--- config.mk ---
export PLATFORM = sky130hd
export DESIGN_NAME = alu_share_arb_flat
export DESIGN_NICKNAME = d
export VERILOG_FILES = /design/src/rtl/alu_pkg.sv /design/src/rtl/alu_share_arb_if.sv /design/src/rtl/alu_share_arb_rr_arb2.sv /design/src/rtl/alu_share_arb.sv /design/src/flat_wrapper.sv
export SDC_FILE = /design/constraint.sdc
export NUM_CORES = 1
export LEC_CHECK = 0
export ABC_AREA = 1
export CORE_AREA = 3 3 120 122
export DETAILED_ROUTE_END_ITERATION = 10
export DIE_AREA = 0 0 123 125
export PLACE_DENSITY = 0.74
export SLEW_MARGIN = 40
export SYNTH_ARGS = -nofsm -noshare
export SYNTH_HDL_FRONTEND = slang
export SYNTH_SLANG_ARGS = --single-unit
export TNS_END_PERCENT = 100
--- constraint.sdc ---
create_clock -name i_clk -period 2.9 [get_ports i_clk]
set_input_delay 0.725 -clock i_clk [delete_from_list [all_inputs] [get_ports i_clk]]
set_output_delay 0.725 -clock i_clk [all_outputs]
set_load 0.01 [all_outputs]
--- src/rtl/alu_pkg.sv ---
// Shared constants and request type for the time-shared ALU scheduler.
// Optional build macro ALU_ARB_FIXED_PRIO_EN (see rr_arb2) selects fixed priority.
package alu_pkg;

    localparam int DATA_W = 32;
    localparam int OP_W   = 4;

    localparam logic [OP_W-1:0] ALU_OP_ADD  = 4'b0000;
    localparam logic [OP_W-1:0] ALU_OP_SUB  = 4'b0001;
    localparam logic [OP_W-1:0] ALU_OP_SLL  = 4'b0010;
    localparam logic [OP_W-1:0] ALU_OP_SLT  = 4'b0011;
    localparam logic [OP_W-1:0] ALU_OP_OR   = 4'b0100;
    localparam logic [OP_W-1:0] ALU_OP_XOR  = 4'b0101;
    localparam logic [OP_W-1:0] ALU_OP_SRL  = 4'b0110;
    localparam logic [OP_W-1:0] ALU_OP_SRA  = 4'b0111;
    localparam logic [OP_W-1:0] ALU_OP_AND  = 4'b1000;
    localparam logic [OP_W-1:0] ALU_OP_PASS = 4'b1001;

    typedef struct packed {
        logic [DATA_W-1:0] op_a;
        logic [DATA_W-1:0] op_b;
        logic [OP_W-1:0]   alu_op;
        logic              unsign;
    } alu_req_t;

    // Value presented to the ALU when nobody holds the grant.
    localparam alu_req_t ALU_REQ_IDLE = '{
        op_a:   {DATA_W{1'b0}},
        op_b:   {DATA_W{1'b0}},
        alu_op: ALU_OP_ADD,
        unsign: 1'b0
    };

    function automatic alu_req_t pack_req(
        input logic [DATA_W-1:0] op_a,
        input logic [DATA_W-1:0] op_b,
        input logic [OP_W-1:0]   alu_op,
        input logic              unsign
    );
        alu_req_t r;
        r.op_a   = op_a;
        r.op_b   = op_b;
        r.alu_op = alu_op;
        r.unsign = unsign;
        return r;
    endfunction

endpackage

--- src/rtl/alu_share_arb_if.sv ---
// Request, response and ALU-side signal bundle of the shared-ALU scheduler.
// Configuration macro ALU_ARB_FIXED_PRIO_EN does not change this bundle.
interface alu_share_arb_if;
    import alu_pkg::*;

    logic              i_req0_valid;
    logic              o_req0_ready;
    logic [DATA_W-1:0] i_req0_op_a;
    logic [DATA_W-1:0] i_req0_op_b;
    logic [OP_W-1:0]   i_req0_alu_op;
    logic              i_req0_unsign;

    logic              i_req1_valid;
    logic              o_req1_ready;
    logic [DATA_W-1:0] i_req1_op_a;
    logic [DATA_W-1:0] i_req1_op_b;
    logic [OP_W-1:0]   i_req1_alu_op;
    logic              i_req1_unsign;

    logic              o_rsp0_valid;
    logic              i_rsp0_ready;
    logic [DATA_W-1:0] o_rsp0_data;
    logic              o_rsp1_valid;
    logic              i_rsp1_ready;
    logic [DATA_W-1:0] o_rsp1_data;

    logic [DATA_W-1:0] o_alu_op_a;
    logic [DATA_W-1:0] o_alu_op_b;
    logic [OP_W-1:0]   o_alu_op;
    logic              o_alu_unsign;
    logic [DATA_W-1:0] i_alu_data;

    modport slave (
        input  i_req0_valid, i_req0_op_a, i_req0_op_b, i_req0_alu_op, i_req0_unsign,
        input  i_req1_valid, i_req1_op_a, i_req1_op_b, i_req1_alu_op, i_req1_unsign,
        input  i_rsp0_ready, i_rsp1_ready, i_alu_data,
        output o_req0_ready, o_req1_ready,
        output o_rsp0_valid, o_rsp0_data, o_rsp1_valid, o_rsp1_data,
        output o_alu_op_a, o_alu_op_b, o_alu_op, o_alu_unsign
    );

    modport master (
        output i_req0_valid, i_req0_op_a, i_req0_op_b, i_req0_alu_op, i_req0_unsign,
        output i_req1_valid, i_req1_op_a, i_req1_op_b, i_req1_alu_op, i_req1_unsign,
        output i_rsp0_ready, i_rsp1_ready, i_alu_data,
        input  o_req0_ready, o_req1_ready,
        input  o_rsp0_valid, o_rsp0_data, o_rsp1_valid, o_rsp1_data,
        input  o_alu_op_a, o_alu_op_b, o_alu_op, o_alu_unsign
    );

endinterface

--- src/rtl/alu_share_arb_rr_arb2.sv ---
// Two-input grant logic; round-robin on ties by default, or requester 0
// always first when ALU_ARB_FIXED_PRIO_EN is defined (no history kept).
module rr_arb2 (
    input  logic       clk,
    input  logic       rst_n,
    input  logic [1:0] req,
    output logic [1:0] grant
);

    logic [1:0] grant_s;

`ifdef ALU_ARB_FIXED_PRIO_EN

    // Fixed priority: requester 0 wins every tie, requester 1 may starve.
    always_comb begin
        grant_s = 2'b00;
        case (req)
            2'b01:   grant_s = 2'b01;
            2'b10:   grant_s = 2'b10;
            2'b11:   grant_s = 2'b01;
            default: grant_s = 2'b00;
        endcase
    end

`else

    logic last_grant_r;

    // Tie goes to whichever requester was not served last.
    always_comb begin
        grant_s = 2'b00;
        case (req)
            2'b01:   grant_s = 2'b01;
            2'b10:   grant_s = 2'b10;
            2'b11: begin
                if (last_grant_r) begin
                    grant_s = 2'b01;
                end else begin
                    grant_s = 2'b10;
                end
            end
            default: grant_s = 2'b00;
        endcase
    end

    // History only moves on cycles that actually grant; reset favours requester 0.
    always_ff @(posedge clk or negedge rst_n) begin
        if (!rst_n) begin
            last_grant_r <= 1'b1;
        end else if (grant_s[0]) begin
            last_grant_r <= 1'b0;
        end else if (grant_s[1]) begin
            last_grant_r <= 1'b1;
        end
    end

`endif

    assign grant = grant_s;

endmodule

--- src/rtl/alu_share_arb.sv ---
// Time-shares one combinational ALU between the EX stage (0) and an aux unit (1).
// Tie-break policy is selected by ALU_ARB_FIXED_PRIO_EN inside rr_arb2.
module alu_share_arb
    import alu_pkg::*;
(
    input  logic             i_clk,
    input  logic             i_rst_n,
    alu_share_arb_if.slave   bus
);

    logic [1:0]        elig_s;
    logic [1:0]        arb_grant_s;
    logic [1:0]        grant_s;
    alu_req_t          req0_s;
    alu_req_t          req1_s;
    alu_req_t          alu_drv_s;
    logic              rsp0_valid_r;
    logic              rsp1_valid_r;
    logic [DATA_W-1:0] rsp0_data_r;
    logic [DATA_W-1:0] rsp1_data_r;

    // A full response slot only admits a new op if it drains this same cycle.
    always_comb begin
        elig_s    = 2'b00;
        elig_s[0] = bus.i_req0_valid & (~rsp0_valid_r | bus.i_rsp0_ready);
        elig_s[1] = bus.i_req1_valid & (~rsp1_valid_r | bus.i_rsp1_ready);
    end

    rr_arb2 u_arb (
        .clk   (i_clk),
        .rst_n (i_rst_n),
        .req   (elig_s),
        .grant (arb_grant_s)
    );

    // Grants are suppressed combinationally while reset is held.
    always_comb begin
        grant_s = 2'b00;
        if (i_rst_n) begin
            grant_s = arb_grant_s;
        end else begin
            grant_s = 2'b00;
        end
    end

    // Route the granted requester to the ALU; idle drive is a zero ADD.
    always_comb begin
        req0_s    = pack_req(bus.i_req0_op_a, bus.i_req0_op_b, bus.i_req0_alu_op, bus.i_req0_unsign);
        req1_s    = pack_req(bus.i_req1_op_a, bus.i_req1_op_b, bus.i_req1_alu_op, bus.i_req1_unsign);
        alu_drv_s = ALU_REQ_IDLE;
        case (grant_s)
            2'b01:   alu_drv_s = req0_s;
            2'b10:   alu_drv_s = req1_s;
            default: alu_drv_s = ALU_REQ_IDLE;
        endcase
    end

    assign bus.o_req0_ready = grant_s[0];
    assign bus.o_req1_ready = grant_s[1];
    assign bus.o_alu_op_a   = alu_drv_s.op_a;
    assign bus.o_alu_op_b   = alu_drv_s.op_b;
    assign bus.o_alu_op     = alu_drv_s.alu_op;
    assign bus.o_alu_unsign = alu_drv_s.unsign;

    // Response slot 0: a new result wins over a simultaneous drain.
    always_ff @(posedge i_clk or negedge i_rst_n) begin
        if (!i_rst_n) begin
            rsp0_valid_r <= 1'b0;
            rsp0_data_r  <= {DATA_W{1'b0}};
        end else if (grant_s[0]) begin
            rsp0_valid_r <= 1'b1;
            rsp0_data_r  <= bus.i_alu_data;
        end else if (bus.i_rsp0_ready) begin
            rsp0_valid_r <= 1'b0;
        end
    end

    // Response slot 1: same policy as slot 0.
    always_ff @(posedge i_clk or negedge i_rst_n) begin
        if (!i_rst_n) begin
            rsp1_valid_r <= 1'b0;
            rsp1_data_r  <= {DATA_W{1'b0}};
        end else if (grant_s[1]) begin
            rsp1_valid_r <= 1'b1;
            rsp1_data_r  <= bus.i_alu_data;
        end else if (bus.i_rsp1_ready) begin
            rsp1_valid_r <= 1'b0;
        end
    end

    assign bus.o_rsp0_valid = rsp0_valid_r;
    assign bus.o_rsp0_data  = rsp0_data_r;
    assign bus.o_rsp1_valid = rsp1_valid_r;
    assign bus.o_rsp1_data  = rsp1_data_r;

endmodule

--- src/flat_wrapper.sv ---
// flat-port wrapper written by rule: the top's interface ports become plain ports
module alu_share_arb_flat import alu_pkg::*;
  (i_clk, i_rst_n, bus_i_req0_valid, bus_i_req0_op_a, bus_i_req0_op_b, bus_i_req0_alu_op, bus_i_req0_unsign, bus_i_req1_valid, bus_i_req1_op_a, bus_i_req1_op_b, bus_i_req1_alu_op, bus_i_req1_unsign, bus_i_rsp0_ready, bus_i_rsp1_ready, bus_i_alu_data, bus_o_req0_ready, bus_o_req1_ready, bus_o_rsp0_valid, bus_o_rsp0_data, bus_o_rsp1_valid, bus_o_rsp1_data, bus_o_alu_op_a, bus_o_alu_op_b, bus_o_alu_op, bus_o_alu_unsign);
  alu_share_arb_if bus_i ();
  input  logic i_clk;
  input  logic i_rst_n;
  input wire logic [$bits(bus_i.i_req0_valid)-1:0] bus_i_req0_valid;
  input wire logic [$bits(bus_i.i_req0_op_a)-1:0] bus_i_req0_op_a;
  input wire logic [$bits(bus_i.i_req0_op_b)-1:0] bus_i_req0_op_b;
  input wire logic [$bits(bus_i.i_req0_alu_op)-1:0] bus_i_req0_alu_op;
  input wire logic [$bits(bus_i.i_req0_unsign)-1:0] bus_i_req0_unsign;
  input wire logic [$bits(bus_i.i_req1_valid)-1:0] bus_i_req1_valid;
  input wire logic [$bits(bus_i.i_req1_op_a)-1:0] bus_i_req1_op_a;
  input wire logic [$bits(bus_i.i_req1_op_b)-1:0] bus_i_req1_op_b;
  input wire logic [$bits(bus_i.i_req1_alu_op)-1:0] bus_i_req1_alu_op;
  input wire logic [$bits(bus_i.i_req1_unsign)-1:0] bus_i_req1_unsign;
  input wire logic [$bits(bus_i.i_rsp0_ready)-1:0] bus_i_rsp0_ready;
  input wire logic [$bits(bus_i.i_rsp1_ready)-1:0] bus_i_rsp1_ready;
  input wire logic [$bits(bus_i.i_alu_data)-1:0] bus_i_alu_data;
  output wire logic [$bits(bus_i.o_req0_ready)-1:0] bus_o_req0_ready;
  output wire logic [$bits(bus_i.o_req1_ready)-1:0] bus_o_req1_ready;
  output wire logic [$bits(bus_i.o_rsp0_valid)-1:0] bus_o_rsp0_valid;
  output wire logic [$bits(bus_i.o_rsp0_data)-1:0] bus_o_rsp0_data;
  output wire logic [$bits(bus_i.o_rsp1_valid)-1:0] bus_o_rsp1_valid;
  output wire logic [$bits(bus_i.o_rsp1_data)-1:0] bus_o_rsp1_data;
  output wire logic [$bits(bus_i.o_alu_op_a)-1:0] bus_o_alu_op_a;
  output wire logic [$bits(bus_i.o_alu_op_b)-1:0] bus_o_alu_op_b;
  output wire logic [$bits(bus_i.o_alu_op)-1:0] bus_o_alu_op;
  output wire logic [$bits(bus_i.o_alu_unsign)-1:0] bus_o_alu_unsign;
  assign bus_i.i_req0_valid = bus_i_req0_valid;
  assign bus_i.i_req0_op_a = bus_i_req0_op_a;
  assign bus_i.i_req0_op_b = bus_i_req0_op_b;
  assign bus_i.i_req0_alu_op = bus_i_req0_alu_op;
  assign bus_i.i_req0_unsign = bus_i_req0_unsign;
  assign bus_i.i_req1_valid = bus_i_req1_valid;
  assign bus_i.i_req1_op_a = bus_i_req1_op_a;
  assign bus_i.i_req1_op_b = bus_i_req1_op_b;
  assign bus_i.i_req1_alu_op = bus_i_req1_alu_op;
  assign bus_i.i_req1_unsign = bus_i_req1_unsign;
  assign bus_i.i_rsp0_ready = bus_i_rsp0_ready;
  assign bus_i.i_rsp1_ready = bus_i_rsp1_ready;
  assign bus_i.i_alu_data = bus_i_alu_data;
  assign bus_o_req0_ready = bus_i.o_req0_ready;
  assign bus_o_req1_ready = bus_i.o_req1_ready;
  assign bus_o_rsp0_valid = bus_i.o_rsp0_valid;
  assign bus_o_rsp0_data = bus_i.o_rsp0_data;
  assign bus_o_rsp1_valid = bus_i.o_rsp1_valid;
  assign bus_o_rsp1_data = bus_i.o_rsp1_data;
  assign bus_o_alu_op_a = bus_i.o_alu_op_a;
  assign bus_o_alu_op_b = bus_i.o_alu_op_b;
  assign bus_o_alu_op = bus_i.o_alu_op;
  assign bus_o_alu_unsign = bus_i.o_alu_unsign;
  alu_share_arb u_core (.i_clk(i_clk), .i_rst_n(i_rst_n), .bus(bus_i));
endmodule
Word level (Yosys, flattened, before mapping) --
Cells that the tools add are included.
Word-level totals: register bits after elaboration 67, bits in latches 0, RAM bits 0, bits in read-only memories 0, output and inout port bits 137, word-level logic and storage cells 29, memories kept 0
Operators by class: add/subtract/negate cells 0, $mul 0, divide/modulo/power cells 0, order comparisons 0, equality and inequality tests 5, shift operators 0, mux-type cells 10, bitwise logic cells 6, reductions and logical operators 3
Operator list (count):
- $pmux W69 S2 | 1
- $eq A2 B2 Y1 const B | 3
- $mux W1 | 6
- $pmux W2 S3 | 1
- $reduce_bool A2 Y1 | 3
- $eq A2 B1 Y1 const B | 2
- $mux W2 | 2
- $and A1 B1 Y1 | 2
- $not A1 Y1 | 2
- $or A1 B1 Y1 | 2

Logic depth before layout (Yosys ltp) --
Gate-level depths: netlist (run 1).
depth after elaboration 8, depth in mapped cells 13

Modules after synthesis --
From an unflattened synthesis (run 1), not the netlist that was laid out.
Unflattened totals: cell total of the unflattened synthesis 494, area total of the unflattened synthesis 3704.8 sq um
Modules (own cells, without submodules):
- alu_share_arb | times used 1, cells each 483, area each 3638.5 sq um, sequential area each 1651.6 sq um
- rr_arb2 | times used 1, cells each 11, area each 66.3 sq um, sequential area each 26.3 sq um

Worst setup path before layout (run 1) --
No wires, ideal clock.
path type in2out, from input bus_i_rsp0_ready, to output bus_o_alu_op_a[10], data arrival time 2317 ps, data required time 2175 ps, slack -142 ps, stages 12, path buffers 4, path through inv_1 nand2_2 nand2_2 nor2_4 nand2_4 buf_6 inv_1 ha_1 buf_2 buf_2 clkbuf_1 a21oi_1
On the way: cells in the longest elaborated chain, start to end 7, elaborated cells on any way between the ends 10, classes of those cells 5 x eq/ne; 3 x mux; 2 x bitwise
RTL lines:
- start, declared | RTL line flat_wrapper.sv:17 | input wire logic [$bits(bus_i.i_rsp0_ready)-1:0] bus_i_rsp0_ready;
- $or A1 B1 Y1 (*) | RTL line alu_share_arb.sv:25 | elig_s[0] = bus.i_req0_valid & (~rsp0_valid_r | bus.i_rsp0_ready);
- $and A1 B1 Y1 (*) | RTL line alu_share_arb.sv:25
- $eq A2 B2 Y1 / $eq A2 B1 Y1 (equally long branches) | RTL line alu_share_arb_rr_arb2.sv:32 | case (req)
- $pmux W2 S3 (*) | RTL line alu_share_arb_rr_arb2.sv:32
- $mux W2 (*) | RTL line alu_share_arb.sv:39 | if (i_rst_n) begin
- via bus_o_req0_ready | RTL line flat_wrapper.sv:20 | output wire logic [$bits(bus_i.o_req0_ready)-1:0] bus_o_req0_ready;
- $eq A2 B2 Y1 / $eq A2 B1 Y1 (equally long branches) | RTL line alu_share_arb.sv:51 | case (grant_s)
- $pmux W69 S2 (*) | RTL line alu_share_arb.sv:51
- end, declared | RTL line flat_wrapper.sv:26 | output wire logic [$bits(bus_i.o_alu_op_a)-1:0] bus_o_alu_op_a;
Mark *: on every way through the listed nets, which the timed path passes. The rest lies on a longest branch.

Final worst setup path (run 1) --
from input bus_i_rsp1_ready, to output bus_o_alu_op_a[3]
On the way: cells in the longest elaborated chain, start to end 7, elaborated cells on any way between the ends 10, classes of those cells 5 x eq/ne; 3 x mux; 2 x bitwise
RTL lines:
- start, declared | RTL line flat_wrapper.sv:18 | input wire logic [$bits(bus_i.i_rsp1_ready)-1:0] bus_i_rsp1_ready;
- $or A1 B1 Y1 (*) | RTL line alu_share_arb.sv:26 | elig_s[1] = bus.i_req1_valid & (~rsp1_valid_r | bus.i_rsp1_ready);
- $and A1 B1 Y1 (*) | RTL line alu_share_arb.sv:26
- $eq A2 B2 Y1 / $eq A2 B1 Y1 (equally long branches) | RTL line alu_share_arb_rr_arb2.sv:32
- $pmux W2 S3 (*) | RTL line alu_share_arb_rr_arb2.sv:32
- $mux W2 (*) | RTL line alu_share_arb.sv:39
- $eq A2 B2 Y1 / $eq A2 B1 Y1 (equally long branches) | RTL line alu_share_arb.sv:51
- $pmux W69 S2 (*) | RTL line alu_share_arb.sv:51
Every way passes the cells marked *; elsewhere a longest branch is shown, timed or not.

==> impl_metrics.json, run 1 <==
{
  "cts_tree": "done",
  "ys_seq_area_share_pct": 44.45,
  "grt_max_degree": 68,
  "start_util_pct": 28.39,
  "cp-startpoint": "bus_i_rsp1_ready",
  "met2_length_mm": 9.781,
  "synthCells": 530,
  "synth_top_area_share_pct": 43.75,
  "num_vias": 4859,
  "dp_slack_ns": -0.8155,
  "ant_nets": 0,
  "routedWlPerCell_microns": 18.62,
  "synthTopCellsByArea": "dfrtp_1 44%, nand2_1 27%, a21oi_1 9.1%",
  "die_y_microns": 125,
  "worstHoldPathCells": 2,
  "num_rows": 42,
  "reg2reg_from": "u_core.bus.o_rsp1_valid$_DFFE_PN0P_",
  "path_max_fanout": 7,
  "final-max-slew-violation-count": 0,
  "avgSynthCellArea_sq_um": 7.122,
  "final_hold_viol_count": 0,
  "vias_per_cell": 4.668,
  "max-slew-margin-rel_pct": 59.54,
  "status": "finished, final reports clean",
  "finalCriticalPeriod_ns": 2.849,
  "clock_latency_ns": 0.32,
  "diodes": 0,
  "startpoint_type": "primary input",
  "grt_usage_pct": 23.76,
  "p_int_w": 0.002727,
  "clockBufferDepth": 2,
  "rsz0062_at_grt": "yes",
  "grt_pass1_vias": 4885,
  "final_cell_area_sq_um": 7924,
  "switchingPower_w": 0.001276,
  "drc_errors": 0,
  "port_buffers": 312,
  "fin_crit_sh_pct": 98.25,
  "cts.htree.levels": 3,
  "path_class": "in -> out",
  "cts_buffers": 9,
  "final_cell_mix": "247 x nand2_1, 238 x clkdlybuf4s50_1, 66 x dfrtp_1",
  "seq_power_share_pct": 32.2,
  "hp-class": "reg -> reg",
  "final_common_cell": "nand2_1",
  "dp_cells": 997,
  "synth.distinct_cells": 18,
  "gr-total-overflow": 0,
  "first_pass_iters": 4,
  "setup_ws_ns": 0.05064,
  "grt_pass1_wl_mm": 28.34,
  "clkTransAtPathRegs_ns": 0.05,
  "gp_congestion": 0.9026,
  "holdBufCountCts": 0,
  "cp-end-kind": "output port",
  "wl_met3_mm": 1.786,
  "die_x_microns": 123,
  "swShare_pct": 31.88,
  "yosys.area.top_type": "dfrtp_1",
  "required_ns": 2.17,
  "dieArea_sq_um": 15380,
  "maxCapViolCount": 0,
  "final_nets": 1039,
  "cp.arrival_ns": 2.12,
  "worstMarginPinSlew_ns": 0.6068,
  "fillCellCount": 1211,
  "clock-sinks": 67,
  "p_leak_nw": 3.563,
  "root_buffer": "clkbuf_16",
  "area_growth_pct": 109.9,
  "detail_route.iter0.violations": 309,
  "layout-drive-gt1-share_pct": 24.62,
  "placed_cell_area_sq_um": 7198,
  "synth-seq-cells": 67,
  "core_sq_um": 13300,
  "wl_met1_mm": 7.448,
  "fin_skew_ns": 0.005334,
  "wl_mm": 19.39,
  "timing.fmax_mhz": 351.0,
  "netlist_area_sq_um": 3775,
  "finalSetupViolations": 0,
  "hpwlAfterDp_mm": 13.45,
  "synth-warning-count": 0,
  "p_comb_share_pct": 42.8,
  "reg2reg_depth": 9,
  "worstHoldStart": "u_core.bus.o_rsp0_data[13]$_DFFE_PN0P_",
  "pwr-share-clk_pct": 24.9,
  "fin_cells": 1041,
  "antenna_found_initial": 1,
  "setup_tns_ns": 0,
  "syn-num-nets": 708,
  "ios": 313,
  "power_density_nw_per_um2": 505.2,
  "irDropWorstVdd_mv": 0.4648,
  "dr.max_layer_used": "met5"
}
flip-flops by register name, indices dropped and copies added (netlist names):
name,count
u_core.u_arb.last_grant_r,1
u_core.bus.o_rsp1_valid,1
u_core.bus.o_rsp1_data,32
u_core.bus.o_rsp0_valid,1
u_core.bus.o_rsp0_data,32
worst max-delay path: stages:
cell,delay (ns)
buf_6,0.08
inv_4,0.03
nand2_4,0.06
buf_6,0.10
nand3b_4,0.08
nand2_4,0.09
buf_6,0.11
ha_4,0.20
buf_8,0.15
buf_12,0.14
nand2_1,0.07
a21oi_2,0.13
buf_2,0.16
area by class of cell:
cell class,count,area [sq um],area share (%)
sequential,67,1678,21.17
clock inverter,2,10.01,0.1263
multi-input combinational,414,2143,27.05
clock buffer,13,270.3,3.411
timing repair buffer,362,3568,45.03
tap,176,220.2,2.779
inverter,7,33.78,0.4263
worst paths after layout:
path | to | slack [ns]
max in group asynchronous | u_core.bus.o_rsp1_data[23]$_DFFE_PN0P_ | 1.95
worst max register to register | u_core.bus.o_rsp0_data[18]$_DFFE_PN0P_ | 1.33
worst min register to register | u_core.bus.o_rsp0_data[13]$_DFFE_PN0P_ | 0.47
worst max-delay path | bus_o_alu_op_a[3] | 0.05
min in group asynchronous | u_core.bus.o_rsp0_data[5]$_DFFE_PN0P_ | 0.52
worst min-delay path | u_core.bus.o_rsp0_data[13]$_DFFE_PN0P_ | 0.47
kinds of logic after synthesis:
logic type / Yosys count / share of synthesized area (%)
flip-flops: 67 / 44.45
AND/OR/NAND/NOR: 342 / 38.02
AO/OA/AOI/OAI: 70 / 9.281
adder cells (fa/ha/maj): 2 / 0.6628
buffers and inverters: 49 / 7.590
cell usage after synthesis:
library cell	count
nand3_1	64
inv_1	7
buf_6	6
ha_1	2
clkbuf_1	6
nand3b_4	1
nand3_2	1
dfstp_2	1
a21oi_1	69
dfrtp_1	66
nand2_2	4
nor2_8	1
nor2_4	1
nand2_1	268
nand2_4	2
buf_4	8
buf_2	22
o21ai_0	1
what timing repair did:
item                                    4_1_cts  5_1_grt
hold endpoints to repair                      0        0
endpoints found under the setup margin       71       67
buffers inserted                             20        2
gates resized for setup                     354       29
gates cloned                                  8        2
pin swaps                                    20       19
through the flow:
step / hold slack [ns] / total power (W) / utilization [%]
floorplan: 0.4294 / 0.001888 / -
global placement: 0.4527 / 0.002842 / 54.11
detailed placement: 0.4570 / 0.002854 / 54.14
CTS: 0.4702 / 0.004015 / 58.80
global route: 0.4898 / 0.004222 / 59.60
finish: 0.4653 / 0.004003 / 59.60
layer usage:
layer / global-route usage, % / vias up
li1: - / 2355
met1: 28.21 / 2240
met2: 42.10 / 233
met3: 6.369 / 29
met4: 6.189 / 2
met5: 0 / -
power by group through the flow:
stage | Sequential (W) | Combinational (W) | Clock, W
2_1_floorplan | 0.00140 | 0.000492 | 0
3_3_place_gp | 0.00129 | 0.00155 | 0
3_5_place_dp | 0.00130 | 0.00156 | 0
4_1_cts | 0.00129 | 0.00170 | 0.00102
5_1_grt | 0.00132 | 0.00184 | 0.00106
6_report | 0.00129 | 0.00171 | 0.000998
No activity file was read; power rests on OpenSTA's default activity.
==> run 2: changes to the inputs <==
--- a/config.mk
+++ b/config.mk
@@ -9,7 +9,7 @@
 export CORE_AREA = 3 3 120 122
 export DETAILED_ROUTE_END_ITERATION = 10
 export DIE_AREA = 0 0 123 125
-export PLACE_DENSITY = 0.74
+export PLACE_DENSITY = 0.85
 export SLEW_MARGIN = 40
 export SYNTH_ARGS = -nofsm -noshare
 export SYNTH_HDL_FRONTEND = slang
==> impl_metrics.json, run 2 (synthesized netlist as in run 1, its figures left out) <==
{
  "max-slew-margin-rel_pct": 60.07,
  "final_cell_mix": "257 x nand2_1, 238 x clkdlybuf4s50_1, 66 x dfrtp_1",
  "wl_mm": 19.78,
  "worstMarginPinSlew_ns": 0.5989,
  "gp_congestion": 0.8455,
  "finalCriticalPeriod_ns": 2.904,
  "vias_per_cell": 4.756,
  "placed_cell_area_sq_um": 7259,
  "r2r_end": "u_core.bus.o_rsp1_data[16]$_DFFE_PN0P_",
  "cp-end-kind": "output port",
  "area_growth_pct": 107.4,
  "grt_pass1_wl_mm": 28.52,
  "p_leak_nw": 3.511,
  "violations": "negative setup slack",
  "wl_met1_mm": 7.705,
  "met2_length_mm": 9.957,
  "die_x_microns": 123,
  "power_density_nw_per_um2": 513.3,
  "final_cell_area_sq_um": 7828,
  "dp_slack_ns": -0.8670,
  "detail_route.iter0.violations": 333,
  "reg2reg_from": "u_core.u_arb.last_grant_r$_DFFE_PN1P_",
  "irDropWorstVdd_mv": 0.4869,
  "grt_max_degree": 68,
  "rsz0062_at_grt": "yes",
  "layout-drive-gt1-share_pct": 23.41,
  "die_y_microns": 125,
  "hp-class": "reg -> reg",
  "path_common_cell": "nand2_4",
  "cts_tree": "done",
  "r2r_slack_ns": 1.27,
  "cp.arrival_ns": 2.18,
  "grt_usage_pct": 23.84,
  "gr-total-overflow": 0,
  "drc_errors": 0,
  "startpoint_type": "primary input",
  "worstHoldStart": "u_core.bus.o_rsp0_data[10]$_DFFE_PN0P_",
  "port_buffers": 312,
  "hold_path_end": "u_core.bus.o_rsp0_data[10]$_DFFE_PN0P_",
  "final_hold_viol_count": 0,
  "ant_nets": 0,
  "worstHoldPathCells": 2,
  "cts.htree.levels": 3,
  "start_util_pct": 28.39,
  "dr.max_layer_used": "met4",
  "p_total_w": 0.004018,
  "num_vias": 4941,
  "cts_buffers": 9,
  "first_pass_iters": 5,
  "timing.fmax_mhz": 344.3,
  "clock_latency_ns": 0.32,
  "grt_pass1_vias": 5004,
  "hpwlAfterDp_mm": 13.54,
  "path_max_fanout": 6,
  "final_nets": 1036,
  "root_buffer": "clkbuf_16",
  "required_ns": 2.17,
  "max_stage_delay_ns": 0.16,
  "status": "complete, but fails checks",
  "final_util_pct": 58.87,
  "clockBufferDepth": 2,
  "routedWlPerCell_microns": 19.04,
  "core_sq_um": 13300,
  "antenna_found_initial": 0,
  "dieArea_sq_um": 15380,
  "crit_chain": "buf_6, inv_2, nand2_4, buf_6, nand3b_4, nand2_4, inv_4, ha_4, buf_12, buf_12, buf_8, nand2_4, a21oi_2, buf_2",
  "final_common_cell": "nand2_1",
  "setup_tns_ns": -0.004128,
  "reg2reg_depth": 7,
  "fin_crit_sh_pct": 100.1,
  "clkTransAtPathRegs_ns": 0.06,
  "cp_slowest_cell": "ha_4",
  "maxCapViolCount": 0,
  "num_rows": 42,
  "fin_skew_ns": 0.006160,
  "ios": 313,
  "diodes": 0,
  "clock-sinks": 67,
  "finalSetupViolations": 1,
  "final-max-slew-violation-count": 0,
  "setup_ws_ns": -0.004128,
  "wl_met3_mm": 1.692,
  "path_class": "in -> out"
}
[run 2: cell types whose count changed in the layout (fill, tap and decap cells not counted), sizes merged]
cell,change
clkinv,+1
clkinvlp,+3
clkdlybuf4s15,-5
clkbuf,-3
buf,+1
inv,+1
[run 2: worst max-delay path by stage]
stage | from | to | slack [ns] | cells after the start
after global routing | bus_i_rsp1_ready | bus_o_alu_op_b[11] | -0.05 | 14
final | bus_i_rsp1_ready | bus_o_alu_op_b[11] | -0.004 | 14
after floorplan | bus_i_rsp0_ready | bus_o_alu_op_a[10] | 0.005 | 12
after global placement | bus_i_rsp1_ready | bus_o_alu_op_a[2] | -0.84 | 12
after CTS | bus_i_rsp1_ready | bus_o_alu_op_b[16] | 0.002 | 14
after detailed placement | bus_i_rsp1_ready | bus_o_alu_op_a[2] | -0.87 | 12
[run 2: routing by layer]
metal | track usage [%] | vias up
met4 | 7.101 | 0
met5 | 0 | -
li1 | - | 2357
met1 | 27.86 | 2324
met3 | 7.227 | 28
met2 | 41.72 | 232
[run 2: stage by stage]
stage / cells / hold slack [ns]
after floorplan: 530 / 0.4294
after global placement: 1003 / 0.4522
after detailed placement: 1003 / 0.4581
after CTS: 1036 / 0.4720
after global routing: 1039 / 0.4959
final: 1039 / 0.4705
[run 2: report_power, final]
| group | switching [W] | leakage, nW | internal, W | total [W] |
|---|---|---|---|---|
| Sequential | 0.000139 | 0.831 | 0.00116 | 0.00130 |
| Combinational | 0.000797 | 2.55 | 0.000924 | 0.00172 |
| Clock | 0.000415 | 0.132 | 0.000582 | 0.000997 |
[run 2: cell type report]
cell class / count / area, sq um
Fill cell: 1213 / 5468
Timing Repair Buffer: 359 / 3482
Multi-Input combinational cell: 414 / 2136
Sequential cell: 67 / 1678
Clock buffer: 9 / 225.2
Tap cell: 176 / 220.2
Clock inverter: 7 / 51.30
Inverter: 7 / 35.03
[run 2: critical path: cells and delay by family]
family / cells / cell delay, ns
simple gates: 4 / 0.27
buf+inv: 8 / 0.87
compound gates: 1 / 0.14
fa+ha+maj: 1 / 0.16
[run 2: repair_timing]
item,CTS,global route
cloned,7,1
setup endpoints to repair,71,58
hold endpoints to repair,0,0
hold buffers,0,0
setup buffers,10,3
gates resized for setup,326,39
pin swaps,23,12
==> variant 1 (config.mk and constraints of run 2) <==
Change the package constant `OP_W` from 4 to 6.
--- a/src/rtl/alu_pkg.sv
+++ b/src/rtl/alu_pkg.sv
@@ -3,7 +3,7 @@
 package alu_pkg;
 
     localparam int DATA_W = 32;
-    localparam int OP_W   = 4;
+    localparam int OP_W   = 6;
 
     localparam logic [OP_W-1:0] ALU_OP_ADD  = 4'b0000;
     localparam logic [OP_W-1:0] ALU_OP_SUB  = 4'b0001;
Ports: changed (resized bus_i_req0_alu_op, bus_i_req1_alu_op and bus_o_alu_op); port bits go from 313 to 319. The function was not compared with the original's and may differ.
==> variant 1 against run 2 <==
  * Sequential cell count is the same
  * Total power grew 1.4%
  * Cell area grew 1.3%
  * Clock power grew 7%
  * Wire length grew 1.1%
  * Setup slack gained 19 ps
  * Synthesized area grew 0.40%
  * Largest power group unchanged
  * Highest routed layer unchanged
==> variant 1: results (changes against run 2) <==
[outcome]
status = finished clean

[drt]
met2_wirelength_um = 9850  ; -1.0%
dr_wl_met3_um = 2010  ; +19%
routedLengthMet1_um = 7590  ; -1.5%
avgViaCountPerCell = 4.78  ; +0.44%
dr_total_vias = 5063  ; +2.5%
drt_first_iter_violations = 324  ; -2.7%
drt-total-wl_um = 20000  ; +1.1%

[synth]
synthesis.nets = 718  ; +1.4%
yosysWarningCount = 0  ; unchanged
ys_seq_area_share_pct = 44.3  ; -0.18 points
ys_top_cells_by_area = dfrtp_1 44%, nand2_1 27%, a21oi_1 9.4%
synth_common_cells = 272 x nand2_1, 71 x a21oi_1, 66 x dfrtp_1
ys.flop_type = dfrtp_1
cell_count_after_synthesis = 536  ; +1.1%

[place]
dp.cells = 1022  ; +1.9%
io_buffers = 318  ; +1.9%
detailedPlacementHpwl_um = 13800  ; +1.6%
place_ws_ps = -904  ; -36.8 ps
post_dp_cell_area_sq_um = 7310  ; +0.72%
gp_routability_congestion = 0.879  ; +3.9%

[grt]
grt_busiest_layer = met2
globalRouteMet2Util_pct = 41.5  ; -0.26 points
gr-usage-met1_pct = 28.1  ; +0.23 points
grt.total_usage_pct = 24.4  ; +0.56 points
grt.met3_usage_pct = 8.67  ; +1.4 points
first_global_vias = 5204  ; +4.0%
wire_length_of_the_first_global_routing_pass_um = 29300  ; +2.7%
grt_max_degree = 43  ; -37%

[cells_and_area]
fin_nets = 1061  ; +2.4%
layout-drive-gt1-share_pct = 26.7  ; +3.3 points
nFillCells = 1153  ; -4.9%
diodes = 0  ; unchanged

[clocking]
clock_path_buffers = 2  ; unchanged
post_cts_setup_driven_buffer_insertion_count = 16  ; +6
cts_repair_resize_count = 358  ; +9.8%

[setup_path]
worst-endpoint-arrival_ps = 2160  ; -20 ps
critical_path_fanout_max = 9  ; +3
slowest_stage = ha_4
critPathCapture = bus_o_alu_op_a[18]
timing.rr.end = u_core.bus.o_rsp0_data[25]
ff2ff_setup_slack_ps = 1350  ; +80 ps
slowest_delay_ps = 180  ; +20 ps

[power_and_ir_drop]
worst_ir_drop_vdd_v = 0.000468  ; -3.8%
p_leak_nw = 3.63  ; +3.4%

[sta]
slew_headroom_pct = 73.0  ; +13 points
post-route-worst-setup-slack_ps = 14.6  ; +18.7 ps
fin_hold_ws_ps = 424  ; -46.8 ps
skew_ps = 5.85  ; -0.315 ps

[min_path]
worst_hold_class = input port to asynchronous set/reset pin

==> variant 1: power breakdown <==
| part | switching, mW | internal [mW] |
|---|---|---|
| logic | 0.795 | 0.913 |
| clock network | 0.390 | 0.684 |
| registers | 0.132 | 1.16 |
==> variant 1: cell families after synthesis <==
kind of cell / share of synthesized area, %
buffers and inverters: 7.30
AND/OR/NAND/NOR: 38.3
flip-flops: 44.3
adder cells (fa/ha/maj): 0.660
AO/OA/AOI/OAI: 9.51
==> variant 1: area by class of cell <==
| class | count | area, sq um | share of cell area [%] |
|---|---|---|---|
| repair buffers | 374 | 3530 | 44.5 |
| multi-input cells | 420 | 2170 | 27.4 |
| flip-flops and latches | 67 | 1680 | 21.2 |
| clock buffers | 11 | 243 | 3.06 |
| well taps | 176 | 220 | 2.78 |
| clock inverters | 5 | 52.6 | 0.663 |
| inverters | 7 | 33.8 | 0.426 |
==> variant 2 (flow settings as in run 2) <==
Without the edit above. Make the reset (`i_rst_n` and `rst_n`) synchronous in 3 clocked blocks.
--- a/src/rtl/alu_share_arb_rr_arb2.sv
+++ b/src/rtl/alu_share_arb_rr_arb2.sv
@@ -44,7 +44,7 @@
     end
 
     // History only moves on cycles that actually grant; reset favours requester 0.
-    always_ff @(posedge clk or negedge rst_n) begin
+    always_ff @(posedge clk) begin
         if (!rst_n) begin
             last_grant_r <= 1'b1;
         end else if (grant_s[0]) begin
--- a/src/rtl/alu_share_arb.sv
+++ b/src/rtl/alu_share_arb.sv
@@ -63,7 +63,7 @@
     assign bus.o_alu_unsign = alu_drv_s.unsign;
 
     // Response slot 0: a new result wins over a simultaneous drain.
-    always_ff @(posedge i_clk or negedge i_rst_n) begin
+    always_ff @(posedge i_clk) begin
         if (!i_rst_n) begin
             rsp0_valid_r <= 1'b0;
             rsp0_data_r  <= {DATA_W{1'b0}};
@@ -76,7 +76,7 @@
     end
 
     // Response slot 1: same policy as slot 0.
-    always_ff @(posedge i_clk or negedge i_rst_n) begin
+    always_ff @(posedge i_clk) begin
         if (!i_rst_n) begin
             rsp1_valid_r <= 1'b0;
             rsp1_data_r  <= {DATA_W{1'b0}};
Formal check against the unedited RTL: differs if i_rst_n is asserted again (counterexample within 4 cycles, from zero or initial values and one cycle with i_rst_n low); with i_rst_n held inactive, the same outputs for 10 cycles.
==> variant 2 against run 2 <==
  * Final cell count grew 14%
  * Count of clock-buffer cells in the layout grew 3
  * Synthesized area grew 1.3%
  * Non-clock buffer count grew 18
  * Worst hold slack gained 38 ps
  * Synthesized cell count grew 25%
  * Die area is the same
  * The flow still finishes with violations (negative setup slack)
  * Fmax shrank 0.78%
  * Wire length grew 5.6%
  * Critical endpoint is now bus_o_alu_op_a[5]
  * Cell area grew 8.2%
  * Setup slack lost 23 ps
  * First-iteration DRC count grew 32%
  * Total power shrank 16%
  * Sequential cell count is the same
==> variant 2: results (changes against run 2) <==
[synth]
synth_common_cells = 303 x nand2_1, 70 x a21oi_1, 68 x inv_1
post_synth_num_cell_types = 17  ; -1
ys_seq_area_share_pct = 35.1  ; -9.4 points
avgSynthCellArea_sq_um = 5.77  ; -19%
ys.flop_type = dfxtp_1
synthesis.nets = 841  ; +19%
yosysWarningCount = 0  ; unchanged
ys_top_cells_by_area = dfxtp_1 35%, nand2_1 30%, a21oi_1 9.2%
async_sr_flop_fraction_pct = 0  ; -100 points

[grt]
wire_length_of_the_first_global_routing_pass_um = 29000  ; +1.8%
grt_max_degree = 66  ; -2.9%
grt.total_usage_pct = 24.2  ; +0.32 points
antenna_violations_before_repair = 2  ; +2
first_global_vias = 5146  ; +2.8%

[sta]
tns_ps = -46.2  ; -42.0 ps
slew_headroom_pct = 54.8  ; -5.3 points
post-route-worst-setup-slack_ps = -27.0  ; -22.8 ps
skew_ps = 5.71  ; -0.450 ps
setup_viol = 2  ; +1
finalHoldViolCount = 0  ; unchanged

[outcome]
failed_checks = negative setup slack
status = complete, but fails checks

[place]
io_buffers = 312  ; unchanged
detailedPlacementHpwl_um = 13600  ; +0.67%
post_dp_cell_area_sq_um = 7320  ; +0.81%
place_ws_ps = -829  ; +38.4 ps
dp.cells = 1129  ; +13%
gp_routability_congestion = 0.906  ; +7.2%

[power_and_ir_drop]
worst_ir_drop_vdd_v = 0.000453  ; -7.0%
p_leak_nw = 3.96  ; +13%

[clocking]
cts_made_buffers = 9  ; unchanged
clock_path_buffers = 2  ; unchanged
clk_latency_ps = 330
clock_tree.root_cell = clkbuf_16
cts_htree_levels = 3  ; unchanged
clock_slew_at_the_register_clock_pins_of_the_worst_setup_and_hold_paths_ps = 50

[cells_and_area]
layout-drive-gt1-share_pct = 27.4  ; +3.9 points
fin_nets = 1182  ; +14%
diodes = 0  ; unchanged

[drt]
wl_per_cell_um = 17.6  ; -7.4%
drt-total-wl_um = 20900  ; +5.6%
drt_first_iter_violations = 438  ; +32%
detailedRoute.firstPassIterationCount = 5  ; unchanged
dr_total_vias = 5495  ; +11%

[setup_path]
critical_path_fanout_max = 8  ; +2

[floorplan]
fp.dieW_um = 123  ; unchanged

[min_path]
worst_hold_class = flop to flop

variant 2: changes by cell type after synthesis, moves of 3 or more:
| cell | change |
|---|---|
| dfrtp_1 | -66 |
| buf_2 | -3 |
| nand3_1 | -29 |
| clkbuf_1 | +12 |
| buf_6 | -3 |
| nor2_1 | +64 |
| nand2_1 | +35 |
| dfxtp_1 | +67 |
| inv_1 | +61 |
variant 2: metrics by stage:
step,util [%],hold WS [ps]
final,63.7,509
after global routing,63.7,538
after CTS,60.6,511
after detailed placement,55.0,501
after global placement,55.0,485
after floorplan,-,465
variant 2: cells by family (layout without fill, tap and decap cells):
group | count (synthesis) | in the layout | synth area share, %
flip-flops | 67 | 67 | 35.1
AND/OR/NAND/NOR | 405 | 405 | 41.2
AO/OA/AOI/OAI | 72 | 72 | 9.78
buffers and inverters | 117 | 463 | 13.3
adder cells (fa/ha/maj) | 2 | 2 | 0.654
variant 2: final cells by class:
cell class | count | area, sq um
tap | 176 | 220
fill | 1122 | 4830
sequential | 67 | 1340
inverter | 70 | 270
multi-input combinational | 479 | 2500
timing repair buffer | 377 | 3810
clock buffer | 12 | 267
clock inverter | 4 | 47.5
variant 2: final timing paths:
path / from / end / slack, ps / cells past startpoint
worst min register to register: u_core.bus.o_rsp1_data[4] / u_core.bus.o_rsp1_data[4] / 510 / 4
worst min-delay path: u_core.bus.o_rsp1_data[4] / u_core.bus.o_rsp1_data[4] / 510 / 4
worst max-delay path: bus_i_rsp1_ready / bus_o_alu_op_a[5] / -30 / 13
worst max register to register: u_core.bus.o_rsp1_valid / u_core.bus.o_rsp0_valid / 1260 / 8
variant 2: what timing repair did:
item / in CTS / in global routing
setup buffers: 25 / 3
pin swaps: 20 / 27
gates cloned: 10 / 7
endpoints found under the setup margin: 71 / 69
gates resized for setup: 366 / 90
variant 2: per-layer routing:
metal  vias to the layer above  global-route usage, %  routed length, um
met3                        51                   8.76               2230
met2                       268                   41.1              10100
li1                       2685                      -                  -
met5                         -                      0                 23
met1                      2487                   28.0               7850
met4                         4                   7.95                675
variant 2: critical path: stages:
cell and delay, ps:
buf_6 80, inv_4 30, a21boi_4 170, nand2_2 100, nand2_4 100, buf_12 100
inv_6 30, ha_4 230, buf_12 140, buf_12 140, buf_6 120, a21oi_4 120
buf_6 130
variant 2: where the power goes:
group          switching, mW  internal (mW)
logic                  0.547          0.655
clock network          0.392          0.732
registers             0.0402           1.00
